[config.mk]
export PLATFORM = sky130hd
export DESIGN_NAME = debounce_fsm
export DESIGN_NICKNAME = d
export VERILOG_FILES = /design/src/rtl/debounce_fsm.sv
export SDC_FILE = /design/constraint.sdc
export NUM_CORES = 1
export LEC_CHECK = 0
export ABC_AREA = 1
export CELL_PAD_IN_SITES_DETAIL_PLACEMENT = 1
export CELL_PAD_IN_SITES_GLOBAL_PLACEMENT = 1
export CORE_MARGIN = 2
export CORE_UTILIZATION = 47
export CTS_BUF_LIST = sky130_fd_sc_hd__clkbuf_8
export CTS_CLUSTER_DIAMETER = 80
export DETAILED_ROUTE_END_ITERATION = 8
export GPL_TIMING_DRIVEN = 1
export PLACE_DENSITY_LB_ADDON = 0.1
export SYNTH_ARGS = -nofsm -noshare
export SYNTH_HDL_FRONTEND = slang
export SYNTH_SLANG_ARGS = --single-unit
[constraint.sdc]
create_clock -name CLK -period 3.8 [get_ports CLK]
set_input_delay 0.76 -clock CLK [delete_from_list [all_inputs] [get_ports CLK]]
set_output_delay 0.76 -clock CLK [all_outputs]
set_load 0.02 [all_outputs]
[src/rtl/debounce_fsm.sv]
// Debouncer: a new input level must hold for STABLE_CYCLES EN-qualified samples before DEBOUNCED follows it.
// Define DEBOUNCE_SYNC_EN to put a 2-flop synchronizer (clocked every edge) in front of the FSM.
module debounce_fsm #(
  parameter int unsigned STABLE_CYCLES = 4,
  parameter int unsigned COUNT_WIDTH   = 16
) (
  input  logic CLK,
  input  logic RST,
  input  logic EN,
  input  logic NOISY_IN,
  output logic DEBOUNCED,
  output logic RISE_PULSE,
  output logic FALL_PULSE,
  output logic BUSY
);

  typedef enum logic [1:0] {
    IDLE_LOW,
    WAIT_HIGH,
    IDLE_HIGH,
    WAIT_LOW
  } state_t;

  localparam logic [COUNT_WIDTH-1:0] LAST_CNT = COUNT_WIDTH'(STABLE_CYCLES - 1);

  state_t                 r_state;
  logic [COUNT_WIDTH-1:0] r_cnt;
  logic                   r_debounced;
  logic                   r_rise;
  logic                   r_fall;
  logic                   r_busy;
  logic                   w_in;

`ifdef DEBOUNCE_SYNC_EN
  logic [1:0] r_sync;

  always_ff @(posedge CLK) begin
    if (RST) r_sync <= '0;
    else     r_sync <= {r_sync[0], NOISY_IN};
  end

  assign w_in = r_sync[1];
`else
  assign w_in = NOISY_IN;
`endif

  // Pulses clear on every edge; state, count and level only move on EN edges.
  always_ff @(posedge CLK) begin
    if (RST) begin
      r_state     <= IDLE_LOW;
      r_cnt       <= '0;
      r_debounced <= 1'b0;
      r_rise      <= 1'b0;
      r_fall      <= 1'b0;
      r_busy      <= 1'b0;
    end else begin
      r_rise <= 1'b0;
      r_fall <= 1'b0;
      if (EN) begin
        case (r_state)
          IDLE_LOW: begin
            if (w_in) begin
              r_state <= WAIT_HIGH;
              r_cnt   <= COUNT_WIDTH'(1);
              r_busy  <= 1'b1;
            end else begin
              r_cnt   <= '0;
            end
          end
          WAIT_HIGH: begin
            if (!w_in) begin
              r_state <= IDLE_LOW;
              r_cnt   <= '0;
              r_busy  <= 1'b0;
            end else if (r_cnt == LAST_CNT) begin
              r_state     <= IDLE_HIGH;
              r_cnt       <= '0;
              r_debounced <= 1'b1;
              r_rise      <= 1'b1;
              r_busy      <= 1'b0;
            end else begin
              r_cnt <= r_cnt + COUNT_WIDTH'(1);
            end
          end
          IDLE_HIGH: begin
            if (!w_in) begin
              r_state <= WAIT_LOW;
              r_cnt   <= COUNT_WIDTH'(1);
              r_busy  <= 1'b1;
            end else begin
              r_cnt   <= '0;
            end
          end
          WAIT_LOW: begin
            if (w_in) begin
              r_state <= IDLE_HIGH;
              r_cnt   <= '0;
              r_busy  <= 1'b0;
            end else if (r_cnt == LAST_CNT) begin
              r_state     <= IDLE_LOW;
              r_cnt       <= '0;
              r_debounced <= 1'b0;
              r_fall      <= 1'b1;
              r_busy      <= 1'b0;
            end else begin
              r_cnt <= r_cnt + COUNT_WIDTH'(1);
            end
          end
          default: begin
            r_state     <= IDLE_LOW;
            r_cnt       <= '0;
            r_debounced <= 1'b0;
            r_busy      <= 1'b0;
          end
        endcase
      end
    end
  end

  assign DEBOUNCED  = r_debounced;
  assign RISE_PULSE = r_rise;
  assign FALL_PULSE = r_fall;
  assign BUSY       = r_busy;

endmodule

# ---- Word-level counts from Yosys, hierarchy flattened
# Cells that the tools add are included.
dict set report classes {
  n_addsub 1
  n_eq_ne 12
  n_mux 25
  n_bitwise 4
  reduce_logical 7
}
# op count
set ops {}
lappend ops {{$pmux 16 s4} 1}
lappend ops {{$mux 16} 3}
lappend ops {{$add 16x1->16 const B} 1}
lappend ops {{$eq 16x2->1 const B} 1}
lappend ops {{$mux 1} 12}
lappend ops {{$mux 2} 6}
lappend ops {{$ne 2x2->1 const B} 6}
lappend ops {{$pmux 2 s4} 1}
lappend ops {{$reduce_or 4->1} 2}
lappend ops {{$ne 3x3->1 const B} 2}
lappend ops {{$reduce_and 6->1} 1}
lappend ops {{$reduce_and 5->1} 1}
lappend ops {{$eq 2x2->1 const B} 2}
lappend ops {{$not 1->1} 4}
lappend ops {{$pmux 1 s4} 1}
lappend ops {{$reduce_and 3->1} 1}
lappend ops {{$eq 2x1->1 const B} 1}
lappend ops {{$logic_not 2->1} 1}
lappend ops {{$pmux 1 s2} 1}
lappend ops {{$reduce_bool 2->1} 1}
dict set report word_totals {
  ff_bits 22
  input_bits 4
  output_inout_bits 4
}

# ---- Longest topological paths before layout
# Gate-level depths: netlist of run 1.
dict set report logic_depth {
  word_depth 4
  depth_mapped 9
  mapped_depth_nobuf 9
}

# ---- Worst setup path after synthesis of run 1
# No wires, ideal clock.
dict set report synth_path {
  kind {input-to-reg}
  start {in NOISY_IN}
  end {reg r_cnt[6]}
  arrival_ns 1.383
  required_ns 3.727
  slack_ns 2.344
  cell_stages 8
  path_cell_list {inv_1 -> nand2_1 -> nand2_2 -> nor2_4 -> nand2_4 -> nand2_4 -> nand2_4 -> nor3_2}
}
dict set report synth_via {
  elab_chain_cells 2
}
# element line
set synth_rtl {}
lappend synth_rtl {{start, declared} 10} ;# input logic NOISY_IN,
lappend synth_rtl {{$mux 16, on equally long branches} {95, 71}}
lappend synth_rtl {{$pmux 16 s4 (*)} 60} ;# case (r_state)
lappend synth_rtl {{end signal, assigned} 82} ;# r_cnt <= r_cnt + COUNT_WIDTH'(1);
lappend synth_rtl {{end signal, assigned} 106} ;# r_cnt <= r_cnt + COUNT_WIDTH'(1);
lappend synth_rtl {{end, declared} 27} ;# logic [COUNT_WIDTH-1:0] r_cnt;
# Mark *: on every way between the ends. The rest lies on a longest branch, timed or not.
# A chain may end at the register's enable or synchronous reset.

==> flow_summary.yaml, run 1 <==
timing:
  worstMarginPinSlew_ns: 0.631
  setup_viol: 0
  drv_slew: 0
  rsz0062_at_grt: "false"
  post-route-period-util_pct: 59.7
  finalCriticalPeriod_ns: 2.27
  slew_headroom_pct: 57.8
  finClkSkew_ns: 0.00188
  fin_setup_tns_ns: 0
  final_hold_viol_count: 0
  fmax_mhz: 441
placement:
  dpl.hpwl_mm: 2.49
  io_buffers: 7
  place_congestion: 0.835
global_routing:
  grt_pass1_vias: 1209
  grt_overflow_total: 0
  grt_first_pass_wirelength_mm: 5.80
  grt_start_max_net_pins: 15
  antenna_found_initial: 0
  grt_usage_pct: 23.4
synth:
  yosysWarnings: 0
  netlist_instances: 184
  ys_seq_elements: 22
  synth_compound_area_share_pct: 7.00
  synth_xor_area_share_pct: 0.690
  syn_nets: 189
  synth-simple-area-share_pct: 50.1
  yosysSeqAreaShare_pct: 34.7
  synth_top_family_by_area: "simple AND/OR/NAND/NOR gates"
  netlist_area_sq_um: 1270
  synthMuxAreaShare_pct: 0
  ys_types: 23
  avgSynthCellArea_sq_um: 6.90
  yosys.area_share.adder_pct: 0.986
clock_tree:
  root_buffer: "clkbuf_8"
  path_clk_slew_ns: 0.08
  cts_tree: "built"
  post_cts_buffers: 0
  htree_levels: 1
  cts_hold_buf: 0
  clockBufferDepth: 2
  ctsResizeCount: 0
  clock_latency_ns: 0.26
  cts.sinks: 22
  cts_buffers: 3
drt:
  drc: 0
  dr_total_vias: 1223
  ant_nets: 0
  drtIter0Drc: 24
  vias_per_cell: 5.48
  wl_per_cell_um: 14.6
  drtPass1Iterations: 4
  routed_wl_mm: 3.26
floorplan:
  num_io_pins: 8
  fp.coreArea_sq_um: 2520
  die_w_um: 56.0
  initial_core_util_pct: 50.3
  die_area_sq_um: 3130
  die_h_um: 56.0
  placementRows: 18
setup_path:
  critical_path_class: "input pin to register"
  critPathRequiredTime_ns: 4.00
  crit_fanout: 14
  cpMaxStageDelayCell: "clkdlybuf4s50_1"
  endpoint_kind: "register"
  startpoint_type: "input pin"
  crit_arrival_ns: 2.47
  slowest_delay_ns: 0.87
  critical_path.cell_chain: "clkdlybuf4s50_1 > nand3_1 > nor2_2 > nand3_1 > nand2_1 > nand2_1 > a21oi_2"
layout:
  final_layout_size_suffix_gt1_share_pct: 18.7
  syn_to_final_growth_pct: 10.8
  mostFrequentLayoutCells: "nand2_1, nor2_1, dfxtp_1"
  n_antenna_cell: 0
  mostFrequentLayoutCell: "nand2_1"
  fin_util_pct: 55.8
  fin_nets: 200
hold_path:
  hp-class: "register to register"
job:
  cap_viol_max_count: 0
status:
  outcome: "finished clean"
power_and_ir_drop:
  power.density_nw_per_um2: 307
  peakVddDrop_uv: 210
  leakage_nw: 0.517
## power by group
part	switching [mW]	internal, mW	leakage, nW
registers	0.00468	0.235	0.178
clock network	0.0753	0.0709	0.0216
logic	0.0310	0.0153	0.317
total	0.111	0.321	0.517
## metal layers
layer	track usage (%)	routed length (um)	vias to the layer above
li1	-	-	606
met1	33.7	1560	585
met2	36.4	1530	27
met3	2.79	107	5
met4	7.82	60	0
met5	0	0	-
## path summary, 6_finish.rpt
| path | start | endpoint | slack [ns] | depth (start not counted) |
|---|---|---|---|---|
| setup / recovery | EN | r_cnt[12] | 1.53 | 7 |
| hold / removal | BUSY | BUSY | 0.47 | 2 |
| setup reg to reg | r_cnt[0] | r_cnt[14] | 2.10 | 8 |
| hold reg to reg | BUSY | BUSY | 0.47 | 2 |
## state kept, by name, indices dropped and copies added (netlist names), named ones only
name and cells:
DEBOUNCED 1, FALL_PULSE 1, r_cnt 16, RISE_PULSE 1
r_state 1, BUSY 1
## through the flow
| stage | hold slack [ns] | instances | setup slack [ns] | total power, mW | instance area, sq um |
|---|---|---|---|---|---|
| after global placement | 0.449 | 220 | 1.33 | 0.288 | 1370 |
| after floorplan | 0.460 | 184 | 2.34 | 0.276 | 1270 |
| after CTS | 0.474 | 223 | 1.55 | 0.435 | 1410 |
| after detailed placement | 0.460 | 220 | 1.28 | 0.290 | 1370 |
| after global routing | 0.506 | 223 | 1.36 | 0.447 | 1410 |
| final | 0.470 | 223 | 1.53 | 0.432 | 1410 |
## cell usage after synthesis
master | count | share of area, %
ha_1 | 1 | 0.99
inv_1 | 15 | 4.4
nand3_1 | 11 | 4.3
nor2_2 | 7 | 3.5
inv_2 | 4 | 1.2
nand4_1 | 5 | 2.5
dfxtp_1 | 22 | 35
o21ai_1 | 1 | 0.39
xor2_1 | 1 | 0.69
nor2_4 | 2 | 1.8
o21ai_0 | 3 | 1.2
nor2_1 | 39 | 12
a31oi_1 | 1 | 0.49
buf_6 | 1 | 0.89
a21oi_2 | 2 | 1.4
nand3b_1 | 1 | 0.59
a21oi_1 | 9 | 3.6
nand2_1 | 40 | 12
nand3_2 | 4 | 3.2
nand2_4 | 4 | 3.6
nor3_2 | 7 | 5.5
nor3_1 | 1 | 0.39
nand2_2 | 3 | 1.5
## cell families (layout without fill, tap and decap cells)
kind of cell,Yosys count,count (layout)
and+or+nand+nor,124,124
AOI/OAI and AO/OA,16,16
xor gates and xnor gates,1,1
buffers and inverters,20,29
DFF,22,22
adders and majority gates,1,1
## layout make-up
class / instances / area, sq um
fillers: 352 / 1120
multi-input cells: 142 / 746
flip-flops and latches: 22 / 440
inverters: 19 / 71.3
repair buffers: 7 / 70.1
clock buffers: 3 / 41.3
well taps: 30 / 37.5
## critical path: cells and delay by family
kind	cells	cell delay [ns]
compound gates	1	0.10
simple gates	5	0.72
buf+inv	1	0.87
No activity file was read; power rests on OpenSTA's default activity.
==> run 2, diff against run 1 <==
Settings changed: CORE_UTILIZATION 47 to 44.
Clock period 3.8 ns to 2.3 ns, I/O delays scaled along.
==> run 2 against run 1 <==
Total power increased by 76%. Worst setup slack got worse by 0.90 ns. Critical path depth decreased by 6. Global-route usage decreased by 0.72 points. Utilization decreased by 3.9 points. Combinational power increased by 71%. Register-to-register slack got worse by 1.4 ns. Non-clock buffer count increased by 1. Largest cell class unchanged. Via count decreased by 1.3%.
==> flow_summary.yaml, run 2 (synthesis results as in run 1) <==
status:
  outcome: "finished clean"
setup_path:
  startpoint_type: "register"
  crit_arrival_ns: 1.21
  endpoint_kind: "output pin"
  slowest_delay_ns: 0.60
  critPathRequiredTime_ns: 1.84
  crit_family: "buffers and inverters"
  crit_fanout: 2
  cpMaxStageDelayCell: "clkdlybuf4s50_1"
  r2r-start: "r_cnt[0]"
  critical_path.cell_chain: "clkdlybuf4s50_1"
  critical_path_class: "register to output pin"
  startpoint: "DEBOUNCED"
  path_buf_inv: 1
layout:
  final_area_sq_um: 1430
  n_antenna_cell: 0
  final-instance-count-excl-fill: 226
  fin_nets: 201
  top_register: "r_cnt"
  fillCellCount: 370
  mostFrequentLayoutCell: "nand2_1"
  final_layout_size_suffix_gt1_share_pct: 19.5
  largest_register_ffs: 16
  syn_to_final_growth_pct: 12.6
  mostFrequentLayoutCells: "nand2_1, nor2_1, dfxtp_1"
clock_tree:
  ctsResizeCount: 0
  post_cts_buffers: 0
  path_clk_slew_ns: 0.08
  root_buffer: "clkbuf_8"
  htree_levels: 1
  clockBufferDepth: 2
  cts_buffers: 3
  cts_hold_buf: 0
  cts.sinks: 22
  clock_latency_ns: 0.26
  cts_tree: "built"
floorplan:
  fp.coreArea_sq_um: 2760
  die_w_um: 57.7
  num_io_pins: 8
  placementRows: 19
  die_area_sq_um: 3330
  die_h_um: 57.7
  initial_core_util_pct: 46.0
power_and_ir_drop:
  power.density_nw_per_um2: 530
  leakage_nw: 0.529
  peakVddDrop_uv: 441
  power_mw: 0.758
drt:
  vias_per_cell: 5.34
  drtPass1Iterations: 4
  drtIter0Drc: 47
  ant_nets: 0
  drc: 0
  routed_wl_mm: 3.31
  dr_total_vias: 1207
  wl_per_cell_um: 14.6
global_routing:
  grt_pass1_vias: 1279
  antenna_found_initial: 0
  grt_start_max_net_pins: 13
  grt_overflow_total: 0
  grt_usage_pct: 22.7
  grt_first_pass_wirelength_mm: 5.78
timing:
  fin_setup_tns_ns: 0
  slew_headroom_pct: 78.6
  fin_hold_ws_ns: 0.474
  post-route-period-util_pct: 72.7
  drv_slew: 0
  fmax_mhz: 598
  rsz0062_at_grt: "false"
  finClkSkew_ns: 0.00315
  setup_viol: 0
  worstMarginPinSlew_ns: 0.321
  finalCriticalPeriod_ns: 1.67
  final_hold_viol_count: 0
placement:
  dp.cells: 222
  postPlaceCellArea_sq_um: 1370
  dpl.hpwl_mm: 2.60
  place_congestion: 0.815
  io_buffers: 7
job:
  cap_viol_max_count: 0
hold_path:
  hp-class: "register to register"
  min_from: "BUSY"
==> run 2: cell count changes in the layout (fill, tap and decap cells not counted) <==
cell,delta
buf_4,+1
clkbuf_8,+1
==> run 2: path summary, 6_finish.rpt <==
kind | cells past startpoint | slack, ns | end
setup / recovery | 1 | 0.63 | DEBOUNCED
hold / removal | 2 | 0.47 | BUSY
setup reg to reg | 8 | 0.70 | r_cnt[14]
hold reg to reg | 2 | 0.47 | BUSY
==> run 2: layout make-up <==
cell class	instances	area, sq um	area share (%)
flip-flops and latches	22	440	30.8
repair buffers	8	77.6	5.43
well taps	31	38.8	2.71
multi-input cells	142	746	52.2
inverters	19	71.3	4.99
clock buffers	4	55.1	3.85
==> run 2: worst min-delay path, stage by stage (launching register included) <==
cell and delay [ns]:
dfxtp_1 0.31, nand2_1 0.07, a21oi_1 0.05
==> run 2: metrics by stage <==
step	utilization (%)	setup slack, ns
floorplan	-	0.958
global placement	49.8	0.477
detailed placement	49.8	0.404
CTS	51.8	0.620
global route	51.8	0.564
finish	51.8	0.628
==> run 2: metal layers <==
layer	vias to the layer above	wire length, um	GRT usage [%]
li1	614	-	-
met1	579	1590	30.3
met3	5	47	2.68
met2	9	1630	38.3
met4	0	34	7.31
met5	-	0	0
==> run 2: power by group <==
| group | internal (mW) | total, mW | leakage, nW | switching, mW |
|---|---|---|---|---|
| Sequential | 0.388 | 0.395 | 0.178 | 0.00730 |
| Clock | 0.153 | 0.284 | 0.0288 | 0.131 |
| Combinational | 0.0262 | 0.0788 | 0.322 | 0.0526 |
| Total | 0.567 | 0.758 | 0.529 | 0.191 |
==> run 3, diff against run 2 <==
Settings changed: CORE_UTILIZATION 44 to 39.
Clock period 2.3 ns to 1.45 ns, I/O delays scaled along.
==> run 3 against run 2 <==
First-iteration DRC count is 43% lower. Worst setup slack got worse by 0.53 ns. Critical path depth grew 7. Sequential share of layout area down 2.9 points. Critical path type is now register to register. Largest cell class unchanged. Largest power group unchanged.
==> flow_summary.yaml, run 3 (synthesis results as in run 1) <==
drt:
  vias_per_cell: 4.94
  routed_wl_mm: 3.54
  wl_per_cell_um: 14.0
  drtPass1Iterations: 4
  drtIter0Drc: 27
  dr_total_vias: 1244
  drc: 0
  ant_nets: 0
floorplan:
  die_area_sq_um: 3730
  initial_core_util_pct: 41.2
  die_h_um: 61.0
  placementRows: 20
  fp.coreArea_sq_um: 3080
  die_w_um: 61.0
  num_io_pins: 8
timing:
  drv_slew: 0
  final_hold_viol_count: 0
  slew_headroom_pct: 71.6
  finalCriticalPeriod_ns: 1.35
  worstMarginPinSlew_ns: 0.425
  fin_setup_tns_ns: 0
  fmax_mhz: 741
  finClkSkew_ns: 0.0118
  rsz0062_at_grt: "false"
  post-route-period-util_pct: 93.1
  setup_viol: 0
layout:
  top_register: "r_cnt"
  mostFrequentLayoutCells: "nand2_1, nor2_1, dfxtp_1"
  final_layout_size_suffix_gt1_share_pct: 26.9
  final-instance-count-excl-fill: 252
  syn_to_final_growth_pct: 25.6
  mostFrequentLayoutCell: "nand2_1"
  ff_latch_area_sq_um: 445
  multi_input_area_sq_um: 772
  n_antenna_cell: 0
  fillCellCount: 412
  final_area_sq_um: 1590
  largest_register_ffs: 16
  fin_nets: 214
clock_tree:
  cts_tree: "built"
  root_buffer: "clkbuf_8"
  htree_levels: 1
  cts_buffers: 3
  clockBufferDepth: 2
  path_clk_slew_ns: 0.09
  cts.sinks: 22
  cts_hold_buf: 0
  post_cts_buffers: 0
  clock_latency_ns: 0.28
setup_path:
  crit_arrival_ns: 1.53
  r2r_slack_ns: 0.10
  critPathRequiredTime_ns: 1.63
  critical_path_class: "register to register"
  r2r.worst_path.cells: 8
  r2r-start: "r_cnt[0]"
  crit_fanout: 10
  rr_endpoint: "r_cnt[14]"
  endpoint_kind: "register"
  startpoint_type: "register"
placement:
  postPlaceCellArea_sq_um: 1490
  dp.cells: 248
  io_buffers: 7
  place_congestion: 0.809
  dpl.hpwl_mm: 2.75
hold_path:
  hold_end: "RISE_PULSE"
  min_from: "NOISY_IN"
  hp-class: "input pin to register"
  hold_depth: 3
power_and_ir_drop:
  peakVddDrop_uv: 470
  leakage_nw: 0.637
  intPower_mw: 1.05
  p_comb_share_pct: 11.2
  switchingPower_mw: 0.331
  sw_frac_of_total_pct: 24.0
  clkPwrFrac_pct: 43.2
  power_frac_seq_pct: 45.6
  power.density_nw_per_um2: 863
global_routing:
  grt_first_pass_wirelength_mm: 5.81
  antenna_found_initial: 0
  grt_pass1_vias: 1277
  grt_usage_pct: 21.3
  grt_start_max_net_pins: 14
  grt_overflow_total: 0
status:
  outcome: "finished clean"
job:
  cap_viol_max_count: 0
[run 3: worst max-delay path, cell delays in order (launching register included)]
cell	delay [ns]
dfxtp_1	0.39
ha_4	0.18
nand2_1	0.08
nor2_4	0.14
nand2_4	0.09
nand2_4	0.11
nand2_4	0.08
nand2_8	0.12
nor2_1	0.07
[run 3: worst max path at each step]
stage	endpoint	from	cells past startpoint	slack (ns)
2_1_floorplan	r_cnt[14]	r_cnt[0]	8	0.11
3_3_place_gp	r_cnt[7]	EN	7	-0.18
3_5_place_dp	r_cnt[14]	NOISY_IN	9	-0.26
4_1_cts	r_cnt[14]	NOISY_IN	9	0.0004
5_1_grt	r_cnt[11]	r_cnt[0]	8	0.001
6_report	r_cnt[14]	r_cnt[0]	8	0.10
[run 3: layout make-up]
cell class | count | share of cell area (%)
repair buffers | 21 | 11.2
multi-input cells | 142 | 48.4
flip-flops and latches | 22 | 27.9
well taps | 44 | 3.45
inverters | 19 | 4.47
clock inverters | 1 | 1.88
clock buffers | 3 | 2.59
[run 3: what timing repair did]
action / CTS / global route
gates cloned: 0 / 0
endpoints found under the setup margin: 5 / 16
resized for setup: 5 / 10
pin swaps: 0 / 1
[run 3: power by group through the flow]
stage               clock, mW  sequential, mW  combinational, mW
global route            0.623           0.628              0.169
detailed placement          0           0.638              0.149
floorplan                   0           0.642             0.0825
CTS                     0.599           0.625              0.150
finish                  0.595           0.627              0.155
global placement            0           0.637              0.142
[run 3: metrics by stage]
step	power, mW	setup WS [ns]	util (%)	hold slack (ns)
after detailed placement	0.787	-0.263	48.3	0.490
after floorplan	0.724	0.108	-	0.359
after global placement	0.779	-0.184	48.3	0.451
after CTS	1.37	0.000383	50.6	0.500
final	1.38	0.101	51.8	0.372
after global routing	1.42	0.00113	51.8	0.394
[run 3: routing by layer]
metal | global-route usage, % | routed length (um) | share of wire, %
met3 | 2.52 | 52 | 1.5
met2 | 36.2 | 1730 | 49
met1 | 28.0 | 1700 | 48
met5 | 0 | 0 | 0
met4 | 7.45 | 55 | 1.6
